--- config.mk ---
export PLATFORM = sky130hd
export DESIGN_NAME = mem_stage_ctrl
export DESIGN_NICKNAME = d
export VERILOG_FILES = /design/src/rtl/mem_ctrl_pkg.sv /design/src/rtl/mem_lane_align.sv /design/src/rtl/mem_stage_ctrl.sv
export SDC_FILE = /design/constraint.sdc
export NUM_CORES = 1
export LEC_CHECK = 0
export CAP_MARGIN = 20
export CORE_ASPECT_RATIO = 1.1
export CORE_MARGIN = 2
export CORE_UTILIZATION = 45
export CTS_CLUSTER_DIAMETER = 60
export DETAILED_ROUTE_END_ITERATION = 16
export PLACE_DENSITY = 0.88
export SLEW_MARGIN = 30
export SYNTH_ARGS = -nofsm -noshare
export SYNTH_HDL_FRONTEND = slang
export SYNTH_HIERARCHICAL = 1
export SYNTH_SLANG_ARGS = --single-unit
--- constraint.sdc ---
create_clock -name CLK -period 4.32 [get_ports CLK]
set_input_delay 0.432 -clock CLK [delete_from_list [all_inputs] [get_ports CLK]]
set_output_delay 0.432 -clock CLK [all_outputs]
set_load 0.005 [all_outputs]
--- src/rtl/mem_ctrl_pkg.sv ---
// mem_ctrl_pkg: shared definitions for the memory-stage controller.
// Contents: access-size encodings, controller FSM state enum, default timeout,
//           and helpers for misalignment detection and address alignment.
package mem_ctrl_pkg;

    localparam int TIMEOUT_DEFAULT = 16;

    localparam logic [1:0] SZ_BYTE = 2'b00;
    localparam logic [1:0] SZ_HALF = 2'b01;
    localparam logic [1:0] SZ_WORD = 2'b10;
    localparam logic [1:0] SZ_ILL  = 2'b11;

    typedef enum logic [1:0] {
        ST_IDLE = 2'd0,
        ST_BUSY = 2'd1,
        ST_DONE = 2'd2
    } state_e;

    // The illegal size counts as misaligned whatever the address.
    function automatic logic is_misaligned(input logic [1:0] size, input logic [1:0] addr_lo);
        logic mis;
        case (size)
            SZ_BYTE: mis = 1'b0;
            SZ_HALF: mis = addr_lo[0];
            SZ_WORD: mis = |addr_lo;
            default: mis = 1'b1;
        endcase
        return mis;
    endfunction

    // Rounds the address down to the natural boundary of the access size;
    // the illegal size is rounded like a word.
    function automatic logic [31:0] align_down(input logic [1:0] size, input logic [31:0] addr);
        logic [31:0] a;
        case (size)
            SZ_BYTE: a = addr;
            SZ_HALF: a = {addr[31:1], 1'b0};
            default: a = {addr[31:2], 2'b00};
        endcase
        return a;
    endfunction

endpackage

--- src/rtl/mem_lane_align.sv ---
// mem_lane_align: purely combinational lane handling for loads and stores.
// Ports: ld_size_i/ld_addr_lo_i/rdata_i -> rdata_o (lane picked, zero-extended);
//        st_size_i/wdata_i -> wdata_o (store data replicated across all lanes of its size).
module mem_lane_align
    import mem_ctrl_pkg::*;
(
    input  logic [1:0]  ld_size_i,
    input  logic [1:0]  ld_addr_lo_i,
    input  logic [31:0] rdata_i,
    output logic [31:0] rdata_o,
    input  logic [1:0]  st_size_i,
    input  logic [31:0] wdata_i,
    output logic [31:0] wdata_o
);

    always_comb begin
        rdata_o = rdata_i;
        case (ld_size_i)
            SZ_BYTE: rdata_o = {24'b0, rdata_i[{ld_addr_lo_i, 3'b000} +: 8]};
            SZ_HALF: rdata_o = ld_addr_lo_i[1] ? {16'b0, rdata_i[31:16]} : {16'b0, rdata_i[15:0]};
            default: rdata_o = rdata_i;
        endcase
    end

    // Replicating into every lane puts the data in the addressed lane(s)
    // without needing the address here; the memory picks lanes from addr/size.
    always_comb begin
        wdata_o = wdata_i;
        case (st_size_i)
            SZ_BYTE: wdata_o = {4{wdata_i[7:0]}};
            SZ_HALF: wdata_o = {2{wdata_i[15:0]}};
            default: wdata_o = wdata_i;
        endcase
    end

endmodule

--- src/rtl/mem_stage_ctrl.sv ---
// mem_stage_ctrl: memory-stage access controller (IDLE -> BUSY -> DONE) with timeout.
// Ports: CLK/CLR (async active-high reset); req_* request in; mem_* registered command out,
//        mem_ready/mem_rdata back; stall, rdata_out/rdata_valid, err pulse.
// Option: define MEM_MISALIGN_TRAP_EN to trap misaligned requests instead of aligning them down.
module mem_stage_ctrl
    import mem_ctrl_pkg::*;
#(
    parameter int TIMEOUT = TIMEOUT_DEFAULT
) (
    input  logic        CLK,
    input  logic        CLR,
    input  logic        req_en,
    input  logic        req_rw,
    input  logic [1:0]  req_size,
    input  logic [31:0] req_addr,
    input  logic [31:0] req_wdata,
    output logic        mem_en,
    output logic        mem_rw,
    output logic [1:0]  mem_size,
    output logic [31:0] mem_addr,
    output logic [31:0] mem_wdata,
    input  logic        mem_ready,
    input  logic [31:0] mem_rdata,
    output logic        stall,
    output logic [31:0] rdata_out,
    output logic        rdata_valid,
    output logic        err
);

    // Last BUSY count value before giving up: TIMEOUT BUSY cycles in total.
    localparam logic [7:0] CNT_LAST = 8'(TIMEOUT - 1);

    state_e      state_q, state_d;
    logic [7:0]  cnt_q, cnt_d;

    logic        mem_en_q, mem_rw_q;
    logic [1:0]  mem_size_q;
    logic [31:0] mem_addr_q, mem_wdata_q;
    logic [31:0] rdata_out_q;
    logic        rdata_valid_q, err_q;

    logic        stall_c, issue, trap_hit, complete, timeout;
    logic        trap_req;
    logic [1:0]  size_eff;
    logic [31:0] addr_aligned;
    logic [31:0] rdata_aligned, wdata_repl;

`ifdef MEM_MISALIGN_TRAP_EN
    assign trap_req = is_misaligned(req_size, req_addr[1:0]);
`else
    assign trap_req = 1'b0;
`endif

    assign size_eff     = (req_size == SZ_ILL) ? SZ_WORD : req_size;
    assign addr_aligned = align_down(req_size, req_addr);

    // Loads are aligned from the latched command, stores from the live request.
    mem_lane_align u_lane (
        .ld_size_i    (mem_size_q),
        .ld_addr_lo_i (mem_addr_q[1:0]),
        .rdata_i      (mem_rdata),
        .rdata_o      (rdata_aligned),
        .st_size_i    (size_eff),
        .wdata_i      (req_wdata),
        .wdata_o      (wdata_repl)
    );

    always_ff @(posedge CLK or posedge CLR) begin
        if (CLR) begin
            state_q <= ST_IDLE;
            cnt_q   <= 8'd0;
        end else begin
            state_q <= state_d;
            cnt_q   <= cnt_d;
        end
    end

    always_comb begin
        state_d = state_q;
        case (state_q)
            ST_IDLE: if (req_en) state_d = trap_req ? ST_DONE : ST_BUSY;
            ST_BUSY: if (mem_ready || (cnt_q == CNT_LAST)) state_d = ST_DONE;
            ST_DONE: state_d = ST_IDLE;
            default: state_d = ST_IDLE;
        endcase
    end

    always_comb begin
        stall_c  = 1'b0;
        issue    = 1'b0;
        trap_hit = 1'b0;
        complete = 1'b0;
        timeout  = 1'b0;
        // Counter is zero everywhere except BUSY, so it starts cleared on entry.
        cnt_d    = 8'd0;
        case (state_q)
            ST_IDLE: begin
                stall_c  = req_en;
                issue    = req_en & ~trap_req;
                trap_hit = req_en & trap_req;
            end
            ST_BUSY: begin
                stall_c  = 1'b1;
                complete = mem_ready;
                // A ready arriving on the last allowed cycle still wins.
                timeout  = ~mem_ready & (cnt_q == CNT_LAST);
                cnt_d    = cnt_q + 8'd1;
            end
            default: ;
        endcase
    end

    // Stall is combinational, so reset has to mask it directly.
    assign stall = stall_c & ~CLR;

    always_ff @(posedge CLK or posedge CLR) begin
        if (CLR) begin
            mem_en_q      <= 1'b0;
            mem_rw_q      <= 1'b0;
            mem_size_q    <= 2'b00;
            mem_addr_q    <= 32'h0;
            mem_wdata_q   <= 32'h0;
            rdata_out_q   <= 32'h0;
            rdata_valid_q <= 1'b0;
            err_q         <= 1'b0;
        end else begin
            err_q         <= timeout | trap_hit;
            rdata_valid_q <= ((complete | timeout) & ~mem_rw_q) | (trap_hit & ~req_rw);

            if (issue) begin
                mem_en_q    <= 1'b1;
                mem_rw_q    <= req_rw;
                mem_size_q  <= size_eff;
                mem_addr_q  <= addr_aligned;
                mem_wdata_q <= wdata_repl;
            end else if (complete | timeout) begin
                mem_en_q    <= 1'b0;
            end

            if (complete & ~mem_rw_q) begin
                rdata_out_q <= rdata_aligned;
            end else if (timeout | trap_hit) begin
                rdata_out_q <= 32'h0;
            end
        end
    end

    assign mem_en      = mem_en_q;
    assign mem_rw      = mem_rw_q;
    assign mem_size    = mem_size_q;
    assign mem_addr    = mem_addr_q;
    assign mem_wdata   = mem_wdata_q;
    assign rdata_out   = rdata_out_q;
    assign rdata_valid = rdata_valid_q;
    assign err         = err_q;

endmodule

==> flow_summary.ini <==
[setup_path]
ff2ff_setup_slack_ns = 2.19
critPathKind = register to output pin
cp-start-kind = register
worstPathRequired_ns = 3.89
reg2reg_from = mem_addr[1]$_DFFE_PP0P_
timing.rr.end = rdata_out[7]$_DFFE_PP0P_
cp_cell_sequence = clkdlybuf4s50_1
cp_max_fo = 31
arrival_ns = 1.92
critPathBufInv = 1
crit_family = flip-flops
end_kind = output pin
critPathMaxStageDelay_ns = 0.91
critPathSlowestCell = dfrtp_1
reg2reg_depth = 5

[clock_tree]
post_cts_resized = 0
cts_tree = yes
cts_hold_repair.buffers = 0
cts_max_path_buffers = 2
clock-sinks = 112
insertion_delay_ns = 0.34
htree_levels = 3
post-cts-setup-buffer-count = 0
root_buffer = clkbuf_16
cts_buffers = 9
clk_pin_slew_worst_paths_ns = 0.07

[final_layout]
fillerInstances = 936
syn2layout_area_growth_pct = 43.3
layout_common_cells = clkdlybuf4s50_1, dfrtp_1, nand2_1, mux2_2, o21ai_2
layout-drive-gt1-share_pct = 22.9
layout_commonest_cell = clkdlybuf4s50_1
final_nets = 755
final_area_sq_mm = 0.00778
antennaDiodeCount = 0

[detailed_routing]
first_pass_iters = 4
antenna_left = 0
drt-initial-drc-count = 221
via_per_inst = 5.34
vias = 4319
wirelength_microns = 14500
drc = 0
met2_wirelength_microns = 7310
routedWlPerCell_microns = 17.9
route.met3.wl_microns = 1100
highest_layer = met4
wl_met1_microns = 5720

[timing]
period_share_pct = 54.4
skew_ns = 0.00434
fmax_mhz = 425
fin_setup_tns_ns = 0
maxSlewHeadroom_pct = 42.0
setup_ws_ns = 1.97
post-route-min-period_ns = 2.35
setup_violations = 0
rsz0062_at_grt = false
slew_viol_final = 0
worstMarginPinSlew_ns = 0.870
hold_viol = 0

[power]
p_per_area_mw_per_mm2 = 569
leakagePower_nw = 3.19
clockPowerShare_pct = 19.3
p_seq_share_pct = 39.6
p_comb_share_pct = 41.1
vdd_drop_max_mv = 0.286
p_sw_mw = 1.29
p_sw_share_pct = 29.1
internal_power_mw = 3.14

[synth]
yosys_warnings = 6
synth_compound_area_share_pct = 10.1
syn-num-nets = 570
synth_xor_xnor_area_share_pct = 0.484
synth_edf_count = 0
synthAdderAreaFrac_pct = 0.231
async_reset_ff_share_pct = 100
synth.distinct_cells = 43
synthesis.area_sq_mm = 0.00543
synthMuxAreaShare_pct = 19.8
synthCells = 466
synth_top_family_by_area = multiplexers
synth_flop_cell = dfrtp_1
synth_area_per_cell_sq_um = 11.6
ys_ff_latch = 112
synth_simple_gate_area_share_pct = 12.1
yosysSeqAreaShare_pct = 51.6

[floorplan]
core_sq_mm = 0.0119
fp-row-count = 42
die_x_microns = 109
die_h_microns = 119
initial_core_util_pct = 45.7
io_pins = 206
die_area_sq_mm = 0.0130

[worst_hold_path]
hold_path_end = cnt_q[0]$_DFF_PP0_
min_path_type = register to register
holdPathStages = 1
hp-start = cnt_q[0]$_DFF_PP0_

[run]
max_cap_violations = 0

[status]
status = finished, final reports clean

[placed_design]
placed_cell_area_sq_mm = 0.00747
dp_hpwl_microns = 10700
dpl_worst_slack_ns = 1.70
gp_congestion = 0.842
numPortBuffers = 205

[grt]
grt_max_degree = 56
grt_pass1_vias = 4510
antenna_found_initial = 0
grt_pass1_wl_microns = 22900
grt-ovfl-total = 0
track_usage_pct = 22.7
## worst max path at each step
| stage | startpoint | end | slack (ns) | cells past startpoint |
|---|---|---|---|---|
| 3_3_place_gp | req_size[1] | mem_wdata[8]$_DFFE_PP0P_ | 1.75 | 7 |
| 6_report | mem_size[1]$_DFFE_PP0P_ | mem_size[1] | 1.97 | 1 |
| 4_1_cts | mem_size[1]$_DFFE_PP0P_ | mem_size[1] | 1.98 | 1 |
| 3_5_place_dp | req_size[1] | mem_wdata[13]$_DFFE_PP0P_ | 1.70 | 7 |
| 2_1_floorplan | CLR | cnt_q[0]$_DFF_PP0_ | 0.93 | 1 |
| 5_1_grt | mem_size[1]$_DFFE_PP0P_ | mem_size[1] | 1.85 | 1 |
## power groups by stage
stage,Clock [mW],Combinational (mW),Sequential (mW)
after floorplan,0,0.761,1.72
after global routing,0.914,1.95,1.81
after CTS,0.870,1.84,1.76
after detailed placement,0,1.83,1.77
after global placement,0,1.78,1.74
final,0.854,1.82,1.75
## flip-flops by register name, indices dropped and copies added (netlist names), 2 cells and up
name,cells
mem_wdata,32
rdata_out,32
state_q,2
mem_size,2
cnt_q,8
mem_addr,32
## layer usage
layer  track usage (%)  up-vias
met5                 0        -
met4              8.81        0
met3              5.86       29
met2              39.1      193
met1              26.8     2124
li1                  -     1973
## layout make-up
type | count | area, sq um | share of cell area, %
sequential | 112 | 2800 | 36.0
multi-input combinational | 310 | 2340 | 30.1
timing repair buffer | 213 | 2110 | 27.2
clock buffer | 12 | 267 | 3.43
tap | 154 | 193 | 2.48
clock inverter | 3 | 40.0 | 0.515
inverter | 5 | 21.3 | 0.273
## cell families (layout without fill, tap and decap cells)
kind of cell    count (synthesis)  count (layout)
compound gates                 71              71
xor+xnor                        3               3
fa+ha+maj                       1               1
buf+inv                        44             233
flops                         112             112
mux                            97              97
simple gates                  138             138
## per-stage QoR
step | cells | utilization [%] | power, mW | hold WS (ns)
after floorplan | 466 | - | 2.48 | 0.433
after global placement | 794 | 62.9 | 3.52 | 0.447
after detailed placement | 794 | 62.9 | 3.60 | 0.476
after CTS | 809 | 65.5 | 4.47 | 0.485
after global routing | 809 | 65.5 | 4.68 | 0.496
final | 809 | 65.5 | 4.43 | 0.488
## synthesized netlist by cell type, drive strengths merged, types with 2 or more instances
cell / count / area share (%)
mux2: 81 / 17
a21oi: 4 / 0.37
mux2i: 16 / 3.0
nand2b: 2 / 0.23
o21ai: 49 / 6.5
nor2: 16 / 1.2
a221o: 8 / 1.6
dfrtp: 112 / 52
buf: 33 / 4.8
nor2b: 4 / 0.46
or3: 2 / 0.23
and2: 17 / 2.0
inv: 5 / 0.35
nand3: 3 / 0.28
a22o: 6 / 0.97
xnor2: 2 / 0.32
nand2: 81 / 5.6
clkbuf: 6 / 0.42
nor3: 3 / 0.37
Note: power is estimated with default switching activity, not from simulation.
